## src/rtl/display_alternator.sv

```systemverilog
// display_alternator: alternates a two-view display between water-level and irrigation,
// blanking the digits while the 2:1 selector changes.
module display_alternator #(
  parameter int DWELL_CYCLES = 50_000_000,
  parameter int BLANK_CYCLES = 1_000,
  parameter int CNT_W        = 26
) (
  input  logic clk_i,
  input  logic rst_i,
  input  logic enable_i,
  input  logic freeze_i,
  input  logic force_irr_i,
  output logic selector_o,
  output logic blank_o,
  output logic switch_o
);
  typedef enum logic [1:0] {LEVEL, GAP_TO_IRR, IRR, GAP_TO_LEVEL} state_t;
  localparam bit NO_GAP = BLANK_CYCLES == 0;
  localparam logic [CNT_W-1:0] DWELL_LAST = CNT_W'(DWELL_CYCLES - 1);
  localparam logic [CNT_W-1:0] BLANK_LAST = CNT_W'(NO_GAP ? 0 : BLANK_CYCLES - 1);
  state_t state_q, state_d, nxt;
  logic [CNT_W-1:0] cnt_q, cnt_d;
  logic sel_q, blank_q, sw_q, sw_d, dwell, expire;
  always_comb begin
    dwell  = state_q == LEVEL || state_q == IRR;
    expire = cnt_q == (dwell ? DWELL_LAST : BLANK_LAST);
    nxt    = state_q == LEVEL      ? (NO_GAP ? IRR : GAP_TO_IRR) :
             state_q == GAP_TO_IRR ? IRR :
             state_q == IRR        ? (NO_GAP ? LEVEL : GAP_TO_LEVEL) : LEVEL;
    state_d = state_q;
    cnt_d   = cnt_q + 1'b1;
    sw_d    = 1'b0;
    if (!enable_i) begin
      state_d = LEVEL;
      cnt_d   = '0;
    end else if (freeze_i) begin
      cnt_d = cnt_q;
    end else if (force_irr_i && state_q == LEVEL) begin
      state_d = NO_GAP ? IRR : GAP_TO_IRR;
      cnt_d   = '0;
      sw_d    = NO_GAP;
    end else if (force_irr_i && state_q == IRR) begin
      cnt_d = '0;
    end else if (expire) begin
      state_d = nxt;
      cnt_d   = '0;
      sw_d    = nxt == LEVEL || nxt == IRR;
    end
  end
  // outputs are decoded from the next state so they stay registered yet aligned with it
  always_ff @(posedge clk_i or posedge rst_i) begin
    if (rst_i) begin
      state_q <= LEVEL;
      cnt_q   <= '0;
      sel_q   <= 1'b0;
      blank_q <= 1'b0;
      sw_q    <= 1'b0;
    end else begin
      state_q <= state_d;
      cnt_q   <= cnt_d;
      sel_q   <= state_d == GAP_TO_IRR || state_d == IRR;
      blank_q <= state_d == GAP_TO_IRR || state_d == GAP_TO_LEVEL;
      sw_q    <= sw_d;
    end
  end
  assign selector_o = sel_q;
  assign blank_o    = blank_q;
  assign switch_o   = sw_q;
endmodule

```

## config.mk

```make
export PLATFORM = sky130hd
export DESIGN_NAME = display_alternator
export DESIGN_NICKNAME = d
export VERILOG_FILES = /design/src/rtl/display_alternator.sv
export SDC_FILE = /design/constraint.sdc
export NUM_CORES = 1
export LEC_CHECK = 0
export CAP_MARGIN = 5
export CORE_MARGIN = 2
export CORE_UTILIZATION = 50
export CTS_CLUSTER_DIAMETER = 60
export DETAILED_ROUTE_END_ITERATION = 6
export PLACE_DENSITY_LB_ADDON = 0.05
export SLEW_MARGIN = 20
export SYNTH_ARGS = -nofsm -noshare
export SYNTH_HDL_FRONTEND = slang
export SYNTH_SLANG_ARGS = --single-unit
```

## constraint.sdc

```tcl
create_clock -name clk_i -period 5.8 [get_ports clk_i]
set_input_delay 0.87 -clock clk_i [delete_from_list [all_inputs] [get_ports clk_i]]
set_output_delay 0.87 -clock clk_i [all_outputs]
set_load 0.02 [all_outputs]
```

Word level (Yosys, flattened, before mapping)
Index checks and enable logic that the tools add are counted.

storage, ports and cells
  register bits = 31
  bits in latches = 0
  bits in writable memories = 0
  ROM bits = 0
  bits of input ports = 5
  output and inout bits = 3
  logic and storage cells = 41
  memories = 0

operators by class
  add/sub/neg operators = 1
  multiply operators = 0
  div/mod/pow operators = 0
  magnitude comparators = 0
  equal/unequal tests = 8
  shift-type cells = 0
  multiplexer cells = 19
  bitwise gates (word level) = 0
  reduce and logical (&&, ||, !) cells = 8

operators by type and width
  operator                                             count
  two-way mux 26 bit                                   6
  adder 26 x 1 -> 26 bit, second input constant        1
  equality test 26 bit                                 1
  two-way mux 2 bit                                    8
  equality test 2 bit, second input constant           4
  two-way mux 1 bit                                    5
  equality test 2 x 1 -> 1 bit, second input constant  2
  zero test 2 bit                                      2
  logical OR 1 bit                                     4
  logical AND 1 bit                                    2
  inequality test 2 bit, second input constant         1

Logic depth before layout (Yosys ltp)
Gate-level depths: netlist of the first run.

  depth after elaboration = 11
  mapped depth = 8
  gate-level depth less buffers = 7

Worst setup path before layout of the first run
No wires, ideal clock.

  path kind = register to register
  start = reg state_q[0]
  end = reg cnt_q[11]
  library setup time = 0.104 ns
  data arrival time = 1.927 ns
  data required time = 5.696 ns
  setup slack = 3.770 ns
  stages on the path, launching flop included = 9
  path buffers = 2
  period minus slack after synthesis = 2.030 ns
  cells stage by stage = dfrtp_1 > inv_1 > ha_1 > o21ai_0 > and2_1 > clkbuf_1 > nand2_1 > buf_2 > o41ai_2

between the ends
  cells in the longest elaborated chain, start to end = 9

ends and longest elaborated chain
  item                                                    line        RTL
  start, declared                                         21          state_t state_q, state_d, nxt;
  start signal, assigned                                  59          state_q <= state_d;
  equality test 2 bit or zero test 2 bit (tied branches)  25, 42, 38
  logical OR 1 bit                                        25          dwell = state_q == LEVEL || state_q == IRR;
  two-way mux 26 bit                                      26          expire = cnt_q == (dwell ? DWELL_LAST : BLANK_LAST);
  equality test 26 bit                                    26
  two-way mux 26 bit                                      44          end else if (expire) begin
  two-way mux 26 bit                                      42          end else if (force_irr_i && state_q == IRR) begin
  two-way mux 26 bit *                                    38          end else if (force_irr_i && state_q == LEVEL) begin
  two-way mux 26 bit *                                    36          end else if (freeze_i) begin
  two-way mux 26 bit *                                    33          if (!enable_i) begin
  end signal, assigned                                    60          cnt_q <= cnt_d;
  end, declared                                           22          logic [CNT_W-1:0] cnt_q, cnt_d;

Mark *: on every way between the ends. The rest lies on a longest branch, timed or not. The select of a mux whose other input is x is not followed.
A chain may end at the register's enable or synchronous reset.

Worst setup path in the final report of the first run
  start = in enable_i
  end = reg cnt_q[11]

between the ends
  cells in the longest elaborated chain, start to end = 1

ends and longest elaborated chain
  item                                                                          line  RTL
  start, declared                                                               10    input logic enable_i,
  inequality test 2 bit (no source line) or two-way mux 26 bit (tied branches)  -

Several ways; a longest one is shown, not always the timed one.

==> qor.txt, run 1 <==
Status = completed
Slew @ Worst Pin = 1040 ps
Final Hold Vio Count = 0
Worst VDD drop = 0.0848 mV
Vias per std cell = 6.53
Antenna Cells = 0
# IOs = 8
Max-Cap Viols = 0
Number of buffers added on ports = 7
Fmax = 0.306 GHz
Total routed wirelength = 4810 µm
Global-route wire length before repair = 8240 µm
Flop-to-flop setup slack = 2780 ps
Mapped Cells = 228
Resized cells post-CTS = 0
Skew final = 9.25 ps
TritonCTS Buffers = 5
Die Height = 67.0 µm
Detailed Place HPWL = 3230 µm
Period utilization = 56.4%
H-Tree Depth = 2
Area leader, netlist = dfrtp_1
Final Net Count = 240
Top-area cell type share of the netlist area = 37.8%
Drt wl/cell = 17.2 µm
Register area share after synthesis = 37.8%
Min cycle time layout = 3270 ps
Antenna violations before repair = 0
CTS Hold Bufs = 0
Gr ovfl total = 0
Post-synthesis cell area = 1990 µm²
Pwr dens = 190 nW/µm²
Tot GR Track Use = 24.8%
ANT nets after route = 0
Min-delay src = cnt_q[2]$_DFFE_PP0P_
Worst Path Class, Setup = primary input to register
Total power = 0.407 mW
CTS root buf = clkbuf_8
Yosys warning total = 0
Worst Path Max Fanout = 24
Worst r2r dst = cnt_q[11]$_DFFE_PP0P_
Rows = 22
CP endpoint kind = register
Share of cells above drive strength 1 = 8.66%
1st-iter DRT viols = 221
Worst reg2reg startpoint = state_q[0]$_DFF_PP0_
Fin. max-slew vios = 0
Vias in the first global route = 1,685
CTS tree = built
Drt pass-1 iters = 4
Synth unique cells = 51
Vias = 1,821
# DRC = 0
Post-CTS Setup Inserts = 0
Worst reg2reg path depth = 6
RSZ-0062 raised after global routing = no
Critical Path RT = 5980 ps
Worst Hold Path EP = cnt_q[2]$_DFFE_PP0P_
Clock latency on the worst-skew pair = 290 ps
Worst Path Arrival = 3450 ps
Clock Sinks = 30
Placer Congestion = 0.912
Fillers = 358
Horiz. Die Dim = 67.0 µm
Setup crit start kind = primary input
Synthesized net count = 237
Post-synth top cells = 38 x nand2_1, 30 x dfrtp_1, 26 x nand3_1, 16 x nand4_1, 8 x and3_1
Final setup viols = 0
Min-Delay Path Class = register to register
Post-synth EDFFs = 0
Hold path depth = 1
Leak pwr = 0.834 nW
Slew Limit Headroom = 30.3%
Clock Path Buffers = 2
Setup Total Neg Slack = 0 ps
Primary FF master, synth = dfrtp_1
Pin count of the biggest net entering global routing = 31
Initial core utilization = 53.0%
Asr flop ratio synth = 100%
Area contributors post-synth = dfrtp_1 38%, nand2_1 7.2%, nand3_1 6.6%
P&R area growth vs syn = 7.81%
Clock Pin Slew Worst Setup and Hold Paths = 70 ps
Most frequent cell after synthesis = nand2_1
Register bit total from synthesis = 30
Full die area = 4490 µm²
Mapped Avg Cell Area = 8.71 µm²
Core area = 3740 µm²
-- final cells by class --
type                       instances  area (µm²)  area share (%)
clock inverter                     2        10.0           0.468
multi-input combinational        179        1140            53.4
sequential                        30         751            35.1
inverter                           6        22.5            1.05
tap                               48        60.1            2.81
timing repair buffer               9        85.1            3.97
clock buffer                       5        68.8            3.21
-- worst max-delay path by stage --
stage                               startpoint               endpoint  slack (ps)  cells past startpoint
final                                 enable_i  cnt_q[11]$_DFFE_PP0P_        2530                      5
after global routing                  enable_i  cnt_q[20]$_DFFE_PP0P_        2330                      5
after CTS                             enable_i  cnt_q[21]$_DFFE_PP0P_        2560                      5
after detailed placement              enable_i  cnt_q[21]$_DFFE_PP0P_        2280                      5
after global placement                enable_i  cnt_q[14]$_DFFE_PP0P_        2450                      5
after floorplan           state_q[0]$_DFF_PP0_  cnt_q[11]$_DFFE_PP0P_        3770                      8
-- kinds of logic (layout without fill, tap and decap cells) --
logic type,count (synthesis),in the layout,synth area share (%)
muxes,3,3,1.76
AOI/OAI and AO/OA,37,37,15.1
adders and majority gates,4,4,2.52
xor gates and xnor gates,3,3,1.32
DFF,30,30,37.8
and+or+nand+nor,132,132,36.9
buffers and inverters,19,22,4.60
-- metal layers --
layer  up-vias  routed length (µm)  global-route usage [%]
li1        876                   -                       -
met4         0                 125                    12.0
met5         -                   0                       0
met1       882                2240                    33.5
met2        50                2200                    37.3
met3        13                 248                    5.57
-- registers in the layout, indices dropped and copies added (netlist names) --
name        count
switch_o        1
cnt_q          26
selector_o      1
state_q         2
-- cells in the final DEF (no fill, tap or decap), types with 2 or more instances in the layout --
master           netlist  routed
o2111ai_1              2       2
clkbuf_8               0       5
a21oi_1                2       2
nor4_2                 2       2
o21ai_0                6       6
clkdlybuf4s50_1        0       7
and4_1                 3       3
clkinv_2               0       2
inv_1                  6       6
and2_1                 5       5
nand4b_1               2       2
o31a_1                 2       2
nor4bb_1               2       2
nand4_1               16      16
and3_1                 8       8
xor2_1                 2       2
buf_4                  0       2
dfrtp_1               30      30
mux2i_1                2       2
nor3_1                 5       5
a31oi_1                3       3
o311ai_1               4       4
o311ai_0               4       4
nand3_1               26      26
ha_1                   4       4
nor2_1                 7       7
or3_1                  7       7
nand2_1               38      38
nor4_1                 2       2
a22o_1                 3       3
-- stage by stage --
step / setup WS (ps) / hold WS, ps / area, µm² / instances / util (%)
after floorplan: 3770 / 511 / 1990 / 228 / -
after global placement: 2450 / 561 / 2060 / 272 / 55.1
after detailed placement: 2280 / 567 / 2060 / 272 / 55.1
after CTS: 2560 / 582 / 2140 / 279 / 57.2
after global routing: 2330 / 609 / 2140 / 279 / 57.2
final: 2530 / 581 / 2140 / 279 / 57.2
-- worst max-delay path, stage by stage --
cell and delay, ps:
clkdlybuf4s50_1 580, nor2b_1 210, and2_1 760, nand2_1 550, o41ai_2 470
-- power breakdown --
group          switching (mW)  total [mW]  leakage [nW]  internal (mW)
Sequential            0.00251       0.213         0.417          0.211
Clock                  0.0800       0.160        0.0438         0.0803
Combinational          0.0221      0.0330         0.374         0.0110
Note: power is estimated with default switching activity, not from simulation.
==> run 2: changes to the inputs <==
clock period = 2.94 ns   (was 5.8 ns; I/O delays follow)
==> run 2 against run 1 <==
  * Largest power group unchanged
  * Largest cell class unchanged
  * Critical path depth up 2
  * Cell area increased by 1.4%
  * Count of clock-buffer cells in the layout stayed put
  * Sequential cell count unchanged
  * Register-to-register slack lost 2300 ps
  * Sequential power up 98%
  * Via count increased by 1.1%
  * Total power grew 97%
==> qor.txt, run 2 (synthesis gave the netlist of run 1 again) <==
Setup Total Neg Slack = 0 ps (unchanged)
Leak pwr = 0.854 nW (+2.4%)
Vias per std cell = 6.51 (-0.33%)
# DRC = 0 (unchanged)
Antenna violations before repair = 0 (unchanged)
Internal power = 0.599 mW (+98%)
Net switching power figure = 0.202 mW (+93%)
Min-Delay Path Class = primary input to asynchronous set/reset pin
Fmax = 0.413 GHz
Full die area = 4490 µm² (unchanged)
Fin. max-slew vios = 0 (unchanged)
Vias = 1,841 (+1.1%)
TritonCTS Buffers = 5 (unchanged)
Worst-path cell chain = inv_1 > ha_1 > o21ai_0 > and2_1 > buf_4 > nand2_1 > o311ai_0
H-Tree Depth = 2 (unchanged)
Post-CTS Setup Inserts = 0 (unchanged)
Critical Path RT = 3090 ps (-2890 ps)
CTS Hold Bufs = 0 (unchanged)
P&R area growth vs syn = 9.33%
Slew @ Worst Pin = 525 ps (-520 ps)
Core area = 3740 µm² (unchanged)
Final Hold Vio Count = 0 (unchanged)
Initial core utilization = 53.0% (unchanged)
CP delay by family, top = compound AO/OA/AOI/OAI gates
Status = completed
Gr ovfl total = 0 (unchanged)
Crit. Startpoint = state_q[0]$_DFF_PP0_
Max FFs per register = 26 (unchanged)
Combinational power share = 8.4% (+0.3 points)
Final setup viols = 0 (unchanged)
CTS tree = built
Register share of total power = 52.5% (about the same)
Worst VDD drop = 0.211 mV (+150%)
Most flop-heavy register = cnt_q
CP endpoint kind = register
Clock Path Buffers = 2 (unchanged)
Share of cells above drive strength 1 = 10.2% (+1.6 points)
1st-iter DRT viols = 154 (-30%)
Pwr dens = 369 nW/µm² (+94%)
Worst Path Max Fanout = 14 (-42%)
Detailed Place HPWL = 3440 µm (+6.3%)
Resized cells post-CTS = 0 (unchanged)
Period utilization = 82.4%
Skew final = 8.23 ps (-1.02 ps)
Number of buffers added on ports = 7 (unchanged)
Net Sw Frac = 25.3% (-0.45 points)
Worst Path Arrival = 2570 ps (-880 ps)
Global-route wire length before repair = 8110 µm (-1.5%)
Reg area = 751 µm² (unchanged)
# IOs = 8 (unchanged)
CTS root buf = clkbuf_8
Final Net Count = 244 (+1.7%)
Worst Path Class, Setup = register to register
Max-Cap Viols = 0 (unchanged)
Worst reg2reg startpoint = state_q[0]$_DFF_PP0_
Clock power frac = 39.0% (-0.4 points)
Combined area of the multi-input logic cells = 1140 µm² (unchanged)
Total routed wirelength = 4870 µm (+1.3%)
Clock Pin Slew Worst Setup and Hold Paths = 60 ps (about the same)
Slowest CP cell = dfrtp_1
Drt wl/cell = 17.2 µm (-0.10%)
Clock latency on the worst-skew pair = 280 ps (about the same)
Placer Congestion = 0.844 (-7.4%)
Rows = 22 (unchanged)
Die Height = 67.0 µm (unchanged)
Antenna Cells = 0 (unchanged)
Buf/Inv on CP = 2 (+1)
Clock Sinks = 30 (unchanged)
Slew Limit Headroom = 65.0% (+35 points)
Setup crit start kind = register
Pin count of the biggest net entering global routing = 31 (unchanged)
Vias in the first global route = 1,667 (-1.1%)
Final hold slack = 540 ps (-41.3 ps)
CP max stage delay = 510 ps (-250 ps)
Fillers = 353 (-1.4%)
ANT nets after route = 0 (unchanged)
Most frequent cells in the layout = 38 x nand2_1, 30 x dfrtp_1, 26 x nand3_1, 16 x nand4_1, 8 x and3_1
Drt pass-1 iters = 4 (unchanged)
Tot GR Track Use = 24.2% (-0.62 points)
Horiz. Die Dim = 67.0 µm (unchanged)
RSZ-0062 raised after global routing = no
Min cycle time layout = 2420 ps
Top flop regs = cnt_q: 26 flops, state_q: 2 flops
Most common cell after layout, fill and taps aside = nand2_1
## run 2: changes by cell type in the layout (fill, tap and decap cells not counted), sizes merged
cell | previous run | this run
buf | 2 | 6
## run 2: layout make-up
class                      instances  share of cell area (%)
timing repair buffer              13                    5.30
multi-input combinational        179                    52.7
inverter                           6                    1.04
clock buffer                       5                    3.17
sequential                        30                    34.6
clock inverter                     2                   0.461
tap                               48                    2.77
## run 2: per-stage QoR
step	setup WS (ps)	util, %	cells	cell area, µm²	total power [mW]
global route	251	58.0	283	2170	0.833
detailed placement	442	55.9	276	2090	0.497
CTS	517	58.0	283	2170	0.805
finish	516	58.0	283	2170	0.801
global placement	561	55.9	276	2090	0.495
floorplan	910	-	228	1990	0.469
## run 2: metal layers
layer  part of all wire [%]  GRT usage (%)
met1                     46           32.8
met2                     46           37.3
met3                    6.1           5.07
met4                    1.7           9.95
met5                      0              0
## run 2: worst paths after layout
kind	cells after the start	slack, ps	to
max	7	520	cnt_q[14]$_DFFE_PP0P_
min	3	540	cnt_q[18]$_DFFE_PP0P_
max reg2reg	7	520	cnt_q[14]$_DFFE_PP0P_
min reg2reg	1	570	cnt_q[25]$_DFFE_PP0P_
max in group asynchronous	3	2110	cnt_q[11]$_DFFE_PP0P_
min in group clk_i	1	570	cnt_q[25]$_DFFE_PP0P_
## run 2: worst min-delay path: stages
cell             delay, ps
clkdlybuf4s50_1        400
inv_1                   50
buf_4                  350
## run 2: power by group through the flow
stage          logic (mW)  clock network, mW  registers [mW]
2_1_floorplan      0.0395                  0           0.430
3_3_place_gp       0.0661                  0           0.428
3_5_place_dp       0.0679                  0           0.429
4_1_cts            0.0681              0.316           0.421
5_1_grt            0.0750              0.337           0.422
6_report           0.0677              0.313           0.421
==> run 3: changes to the inputs <==
clock period = 2 ns   (was 2.94 ns; I/O delays follow)
==> run 3 against run 2 <==
  * Die area unchanged
  * First-iteration DRC count rose by 36%
  * Largest power group unchanged
  * Routed wire length increased by 15%
  * Highest routed layer unchanged
  * Critical endpoint is now cnt_q[22]$_DFFE_PP0P_
  * Largest cell class unchanged
  * Clock skew down 2.2 ps
  * Non-clock buffer count up 29
==> qor.txt, run 3 (synthesis gave the netlist of run 1 again) <==
Slew Limit Headroom = 70.7% (+5.7 points)
Skew final = 6.02 ps (-2.22 ps)
Worst VDD drop = 0.333 mV (+58%)
Initial core utilization = 53.0% (unchanged)
Setup Total Neg Slack = 0 ps (unchanged)
Antenna violations before repair = 0 (unchanged)
P&R area growth vs syn = 21.9%
Period utilization = 96.4% (+14 points)
Share of cells above drive strength 1 = 20.8% (+11 points)
Vias = 2,033 (+10%)
Final Net Count = 273 (+12%)
Full die area = 4490 µm² (unchanged)
H-Tree Depth = 2 (unchanged)
1st-iter DRT viols = 209 (+36%)
Clock Pin Slew Worst Setup and Hold Paths = 60 ps (about the same)
Max FFs per register = 26 (unchanged)
Clock latency on the worst-skew pair = 290 ps (about the same)
Detailed Place HPWL = 4080 µm (+19%)
Buf/Inv on CP = 1 (-1)
Setup crit start kind = register
CTS tree = built
TritonCTS Buffers = 5 (unchanged)
Pwr dens = 511 nW/µm² (+39%)
Max-Cap Viols = 0 (unchanged)
Leak pwr = 1.03 nW (+20%)
Worst Path Class, Setup = register to register
Drt pass-1 iters = 5 (+1)
Final Hold Vio Count = 0 (unchanged)
Worst reg2reg path depth = 6 (-1)
CP delay by family, top = simple AND/OR/NAND/NOR gates
Horiz. Die Dim = 67.0 µm (unchanged)
Total routed wirelength = 5590 µm (+15%)
Fmax = 0.519 GHz (+26%)
# IOs = 8 (unchanged)
Clock Sinks = 30 (unchanged)
Pin count of the biggest net entering global routing = 31 (unchanged)
Min-Delay Path Class = primary input to asynchronous set/reset pin
Fin. max-slew vios = 0 (unchanged)
Placer Congestion = 0.961 (+14%)
CTS root buf = clkbuf_8
RSZ-0062 raised after global routing = no
Most frequent cells in the layout = 38 x nand2_1, 35 x buf_4, 29 x dfrtp_1, 26 x nand3_1, 16 x nand4_1
Most common cell after layout, fill and taps aside = nand2_1
Core area = 3740 µm² (unchanged)
Worst Path Arrival = 2150 ps (-420 ps)
Worst reg2reg startpoint = cnt_q[15]$_DFFE_PP0P_
Final Core Density = 64.7% (+6.7 points)
Clock Path Buffers = 2 (unchanged)
Die Height = 67.0 µm (unchanged)
Global-route wire length before repair = 9230 µm (+14%)
Top flop regs = cnt_q: 26 flops, state_q: 2 flops
Status = completed
Vias per std cell = 6.52 (+0.16%)
Gr ovfl total = 0 (unchanged)
Worst Path Max Fanout = 7 (-7)
Min cycle time layout = 1930 ps (-496 ps)
Slew @ Worst Pin = 438 ps (-86.4 ps)
Final setup viols = 0 (unchanged)
Number of buffers added on ports = 7 (unchanged)
Rows = 22 (unchanged)
ANT nets after route = 0 (unchanged)
Vias in the first global route = 1,933 (+16%)
Tot GR Track Use = 27.7% (+3.5 points)
CP max stage delay = 450 ps (-60 ps)
Flop-to-flop setup slack = 70 ps (-440 ps)
Slowest CP cell = or4_1
Antenna Cells = 0 (unchanged)
Worst r2r dst = cnt_q[22]$_DFFE_PP0P_
# DRC = 0 (unchanged)
Worst-path cell chain = buf_4 > and4_1 > and4_2 > nand4_1 > or4_1 > nand3_1
CP endpoint kind = register
Critical Path RT = 2220 ps (-870 ps)
Drt wl/cell = 17.9 µm (+4.0%)
Most flop-heavy register = cnt_q
-- run 3: final cells by class --
cell class	instances	area, µm²
flip-flops and latches	30	752
clock buffers	7	86.3
well taps	48	60.1
inverters	6	22.5
repair buffers	42	333
multi-input cells	179	1170
fillers	312	1320
-- run 3: layer usage --
layer | vias up | share of wire, % | GRT usage [%] | wire length (µm)
met1 | 974 | 41 | 34.5 | 2280
met4 | 0 | 3.0 | 13.8 | 169
met5 | - | 0 | 0 | 0
li1 | 944 | - | - | -
met3 | 16 | 8.1 | 6.42 | 453
met2 | 99 | 48 | 44.4 | 2680
-- run 3: worst max-delay path by stage --
| stage | end | from | cells after the start |
|---|---|---|---|
| final | cnt_q[22]$_DFFE_PP0P_ | cnt_q[15]$_DFFE_PP0P_ | 6 |
| after global routing | cnt_q[25]$_DFFE_PP0P_ | state_q[0]$_DFF_PP0_ | 7 |
| after CTS | cnt_q[14]$_DFFE_PP0P_ | state_q[0]$_DFF_PP0_ | 7 |
| after detailed placement | cnt_q[14]$_DFFE_PP0P_ | state_q[0]$_DFF_PP0_ | 7 |
| after global placement | cnt_q[19]$_DFFE_PP0P_ | force_irr_i | 6 |
| after floorplan | cnt_q[11]$_DFFE_PP0P_ | state_q[0]$_DFF_PP0_ | 8 |
-- run 3: stage by stage --
step / setup slack, ps / instances / power, mW / instance area, µm² / hold WS [ps]
global placement: 108 / 305 / 0.742 / 2310 / 551
global route: 2.75 / 312 / 1.28 / 2420 / 445
floorplan: 78.4 / 228 / 0.690 / 1990 / 391
detailed placement: 57.2 / 305 / 0.745 / 2310 / 563
finish: 72.7 / 312 / 1.24 / 2420 / 402
CTS: 22.5 / 312 / 1.24 / 2400 / 415
-- run 3: report_power, final --
| part | internal, mW | total [mW] | switching [mW] | leakage [nW] |
|---|---|---|---|---|
| clock | 0.273 | 0.501 | 0.228 | 0.0443 |
| sequential | 0.612 | 0.618 | 0.00598 | 0.416 |
| combinational | 0.0480 | 0.119 | 0.0709 | 0.566 |
-- run 3: what timing repair did --
action / in CTS / in global routing
endpoints found under the setup margin: 0 / 14
buffers inserted: 0 / 0
hold buffers: 0 / 0
resized for setup: 0 / 7
-- run 3: worst reg2reg max path: cells and delay by family (launching register included) --
family	cells	cell delay (ps)
simple gates	5	1310
flops	1	390
buf+inv	1	150
